**src/rtl/pre_comm_router.sv**
```systemverilog
// pre_comm_router: per-channel FIFOs steering requests to two round-robin arbitrated commutator pipelines.
module pre_comm_router #(
  parameter int nIN   = 8,
  parameter int nOUT  = 52,
  parameter int wD    = 25,
  parameter int DEPTH = 4
) (
  input  logic                     clk,
  input  logic                     reset,
  input  logic [nIN-1:0]           req_in,
  input  logic [wD*nIN-1:0]        data_in,
  input  logic [$clog2(nOUT)*nIN-1:0] addr_in,
  input  logic [1:0]               ready_out,
  output logic [1:0]               valid_out,
  output logic [2*wD-1:0]          data_out,
  output logic [2*$clog2(nOUT/2)-1:0] addr_out,
  output logic [2*$clog2(nIN)-1:0] src_out,
  output logic [nIN-1:0]           ovf
);
  localparam int wA_OUT = $clog2(nOUT);
  localparam int nCH    = nOUT / 2;
  localparam int wA_CH  = $clog2(nCH);
  localparam int wIN    = $clog2(nIN);
  localparam int wP     = $clog2(DEPTH);
  localparam int wE     = wA_OUT + wD;

  logic [wE-1:0]  mem [nIN][DEPTH];
  logic [wP-1:0]  rd [nIN];
  logic [wP-1:0]  wr [nIN];
  logic [wP:0]    cnt [nIN];
  logic [wE-1:0]  head [nIN];
  logic [nIN-1:0] want [2];
  logic [nIN-1:0] push, pop;
  logic [wIN-1:0] rr [2];
  logic [wIN-1:0] gnt [2];
  logic [1:0]     gnt_v, out_free, fire;

  always_comb begin
    for (int i = 0; i < nIN; i++) begin
      head[i]    = mem[i][rd[i]];
      want[0][i] = (cnt[i] != '0) && !head[i][wD+wA_CH];
      want[1][i] = (cnt[i] != '0) && head[i][wD+wA_CH];
    end
  end

  // Round-robin search starts at rr[p]; the first requesting head wins.
  always_comb begin
    int j;
    pop = '0;
    for (int p = 0; p < 2; p++) begin
      gnt_v[p] = 1'b0;
      gnt[p]   = '0;
      for (int k = 0; k < nIN; k++) begin
        j = (int'(rr[p]) + k) % nIN;
        if (!gnt_v[p] && want[p][wIN'(j)]) begin
          gnt_v[p] = 1'b1;
          gnt[p]   = wIN'(j);
        end
      end
      out_free[p] = !valid_out[p] || ready_out[p];
      fire[p]     = gnt_v[p] && out_free[p];
      if (fire[p]) pop[gnt[p]] = 1'b1;
    end
  end

  // A full FIFO still accepts a push when its head leaves in the same cycle.
  always_comb begin
    for (int i = 0; i < nIN; i++)
      push[i] = req_in[i] && (cnt[i] != (wP+1)'(DEPTH) || pop[i]);
  end

  always_ff @(posedge clk) begin
    if (reset) begin
      ovf <= '0;
      for (int i = 0; i < nIN; i++) begin
        rd[i]  <= '0;
        wr[i]  <= '0;
        cnt[i] <= '0;
      end
    end else begin
      ovf <= ovf | (req_in & ~push);
      for (int i = 0; i < nIN; i++) begin
        if (push[i]) begin
          mem[i][wr[i]] <= {addr_in[i*wA_OUT +: wA_OUT], data_in[i*wD +: wD]};
          wr[i]         <= wr[i] + 1'b1;
        end
        if (pop[i]) rd[i] <= rd[i] + 1'b1;
        cnt[i] <= cnt[i] + (wP+1)'(push[i]) - (wP+1)'(pop[i]);
      end
    end
  end

  always_ff @(posedge clk) begin
    if (reset) begin
      valid_out <= '0;
      data_out  <= '0;
      addr_out  <= '0;
      src_out   <= '0;
      rr[0]     <= '0;
      rr[1]     <= '0;
    end else begin
      for (int p = 0; p < 2; p++) begin
        if (fire[p]) begin
          valid_out[p]               <= 1'b1;
          data_out[p*wD +: wD]       <= head[gnt[p]][wD-1:0];
          addr_out[p*wA_CH +: wA_CH] <= head[gnt[p]][wD +: wA_CH];
          src_out[p*wIN +: wIN]      <= gnt[p];
          rr[p]                      <= (gnt[p] == wIN'(nIN-1)) ? '0 : gnt[p] + 1'b1;
        end else if (ready_out[p]) begin
          valid_out[p] <= 1'b0;
        end
      end
    end
  end
endmodule

```
**config.mk**
```make
export PLATFORM = sky130hd
export DESIGN_NAME = pre_comm_router
export DESIGN_NICKNAME = d
export VERILOG_FILES = /design/src/rtl/pre_comm_router.sv
export SDC_FILE = /design/constraint.sdc
export NUM_CORES = 1
export LEC_CHECK = 0
export CELL_PAD_IN_SITES_DETAIL_PLACEMENT = 0
export CELL_PAD_IN_SITES_GLOBAL_PLACEMENT = 1
export CORE_AREA = 5 5 303 305
export DETAILED_ROUTE_END_ITERATION = 16
export DIE_AREA = 0 0 308 310
export PLACE_DENSITY_LB_ADDON = 0.1
export SKIP_LAST_GASP = 1
export SYNTH_ARGS = -nofsm -noshare
export SYNTH_HDL_FRONTEND = slang
export SYNTH_SLANG_ARGS = --single-unit
export TNS_END_PERCENT = 20
```
**constraint.sdc**
```tcl
create_clock -name clk -period 20.8 [get_ports clk]
set_clock_uncertainty 0.1 [all_clocks]
set_input_delay 4.16 -clock clk [delete_from_list [all_inputs] [get_ports clk]]
set_output_delay 4.16 -clock clk [all_outputs]
set_load 0.01 [all_outputs]
```
==> run_results.csv <==
group,metric,value,unit
clock_network,hold_buffers,0,
timing,slew_headroom,6.02,%
synth,syn-mean-instance-area,17.9,um2
timing,tightest_slew,1.40,ns
routing,wl_per_cell,32.4,um
clock_network,cts_buffers,113,
clock_network,clkTransAtPathRegs,0.07,ns
cells_and_area,fill_cells,6197,
job,drv.max_cap_violation_count,0,
clock_network,clkSinkCount,1130,
global_routing,grt_pass1_wl,196,mm
synth,syn_nets,3009,
critical_path,required,21.26,ns
timing,drv_slew,0,
clock_network,cts_setup_buffers,0,
critical_path,worst-path-buf-inv,5,
clock_network,worstSkewPairLatency,0.70,ns
timing,tns,0,ns
synth,netlist_top_cells_count,"edfxtp_1, mux4_2, mux2i_1, clkbuf_1, dfxtp_1",
synth,ys_types,91,
routing,final_antenna_net_count,0,
synth,synth-main-ff-cell,"edfxtp_1",
clock_network,cts_tree,"built",
timing,finalSetupViolCount,0,
run_status,status,"completed",
synth,netlist_instances,2689,
critical_path,critical_path_peak_fanout,41,
critical_path,crit_top_cell,"inv_1",
cells_and_area,antenna_cells,0,
global_routing,grt_max_degree,78,
routing,drt_iter0_drc,3082,
synth,synthArstFlopShare,0,%
synth,synth_edf_count,1030,
place,port_buffers,335,
floorplan,die_height,310,um
min_path,min_path_type,"reg -> reg",
synth,synth.yosys.seq_area_share,68.3,%
place,place.gp.congestion,0.917,
routing,routed_wl,140,mm
timing,fin_crit_sh,36.9,%
critical_path,max_stage_delay,1.04,ns
critical_path,critPathKind,"in -> reg",
cells_and_area,nets,3358,
global_routing,grt_antenna_before_repair,1,
clock_network,clock_path_buffers,3,
synth,syn-cell-area,0.0482,mm2
synth,ys_ff_latch,1130,
timing,hold_viol_final,0,
global_routing,gr-total-overflow,0,
clock_network,cts_resized,0,
clock_network,cts-root-buf,"clkbuf_16",
floorplan,start_util,54.1,%
synth,synthTopCellsByArea,"edfxtp_1, mux4_2, mux2i_1, dfxtp_1, ha_1",
timing,rsz0062_at_grt,"false",
routing,routed_via_density,6.31,
critical_path,cp-start-kind,"input pin",
routing,drc_errors,0,
synth,yosys_warnings,0,
clock_network,htree_levels,3,
cells_and_area,drive_gt1_share,18.5,%
critical_path,setup.worst_path.end_class,"register",
floorplan,num_rows,110,
synth,synth.most_common_cell,"edfxtp_1",
floorplan,ioPinCount,336,
timing,fmax,130,MHz
global_routing,grt_usage,28.9,%
critical_path,arrival,8.13,ns
routing,route.vias.total,27200,
critical_path,crit_family,"simple AND/OR/NAND/NOR gates",
cells_and_area,area_growth,17.1,%
critical_path,crit_path_top_delay_cell,"and3_1",
place,dpl.hpwl,100,mm
synth,synth_top_area_share,64.2,%
routing,drt-pass1-iter-count,8,
floorplan,dieArea,0.0955,mm2
synth,yosys.area.top_type,"edfxtp_1",
global_routing,grt_pass1_vias,27100,
critical_path,worstPathCellList,"clkdlybuf4s50_1 -> nand2b_1 -> o21a_1 -> buf_4 -> and3_1 -> nand3_1 -> and2_1 -> inv_1 -> ha_1 -> inv_1 -> ha_1 -> inv_1 -> fa_1 -> xor2_1 -> xnor2_1 -> nor2_1",
timing,period_needed,7.68,ns
floorplan,die_w,308,um
floorplan,core_area,0.0890,mm2
worst paths after layout:
path              cells after the start  slack (ns)    startpoint      endpoint
setup / recovery                     16       13.12  ready_out[0]     cnt[0][2]
setup reg to reg                     17       13.32      rd[1][4]     cnt[1][8]
hold reg to reg                       2        0.41  valid_out[0]  valid_out[0]
hold / removal                        2        0.41  valid_out[0]  valid_out[0]
placed cells by master (no fill, tap or decap), drive strengths merged, types with 23 or more instances in the layout:
master / instances
a211oi: 53
a22o: 31
and3: 24
buf: 65
clkbuf: 150
clkdlybuf4s50: 334
clkinv: 52
dfxtp: 100
edfxtp: 1030
ha: 52
inv: 76
mux2: 39
mux2i: 234
mux4: 257
nand2: 51
nor2: 93
nor3: 37
o21ai: 67
o22a: 24
o22ai: 25
xnor2: 23
tightest hold or removal path, delay by kind of cell, from the launching register on:
| kind | cells | cell delay, ns |
|---|---|---|
| AO/OA/AOI/OAI | 1 | 0.07 |
| AND/OR/NAND/NOR | 1 | 0.09 |
| flip-flops | 1 | 0.30 |
stage by stage:
| step | cells | hold slack (ns) | util, % | worst slack [ns] | instance area [um2] |
|---|---|---|---|---|---|
| after CTS | 4311 | 0.407 | 63.4 | 13.24 | 56500 |
| final | 4311 | 0.407 | 63.4 | 13.12 | 56500 |
| after global routing | 4311 | 0.419 | 63.4 | 12.98 | 56500 |
| after detailed placement | 4099 | 0.397 | 59.3 | 12.49 | 52800 |
| after global placement | 4099 | 0.388 | 59.3 | 12.57 | 52800 |
| after floorplan | 2689 | 0.385 | - | 12.60 | 48200 |
cells by family (layout without fill, tap and decap cells):
kind of cell / count (synthesis) / count (layout) / synth area share (%)
fa+ha+maj: 60 / 60 / 1.68
mux: 530 / 530 / 17.8
xor+xnor: 34 / 34 / 0.618
buf+inv: 241 / 687 / 2.20
simple gates: 324 / 324 / 3.49
compound gates: 370 / 370 / 5.93
flops: 1130 / 1130 / 68.3
state kept, by name (all words and copies together) (netlist names):
name	flops
rd	16
addr_out	10
ovf	8
wr	16
valid_out	2
rr	6
data_out	50
cnt	24
src_out	6
mem	992
final cells by class:
class	instances	area, um2	area share (%)
clock buffer	150	3090	5.48
clock inverter	62	513	0.909
inverter	76	287	0.508
multi-input combinational	1318	14300	25.4
sequential	1130	32900	58.3
tap	1176	1470	2.61
timing repair buffer	399	3830	6.79
routing by layer:
layer | wire length (um) | track usage [%] | vias to the layer above | part of all wire [%]
met5 | 0 | 0 | - | 0
met4 | 5110 | 9.87 | 0 | 3.7
met3 | 11200 | 5.66 | 220 | 8.0
met2 | 70000 | 48.6 | 1197 | 50
met1 | 53200 | 38.5 | 14200 | 38
li1 | - | - | 11700 | -
Power is not shown: default switching activity piles up to over one toggle a cycle in this logic, so the estimate is an artifact.
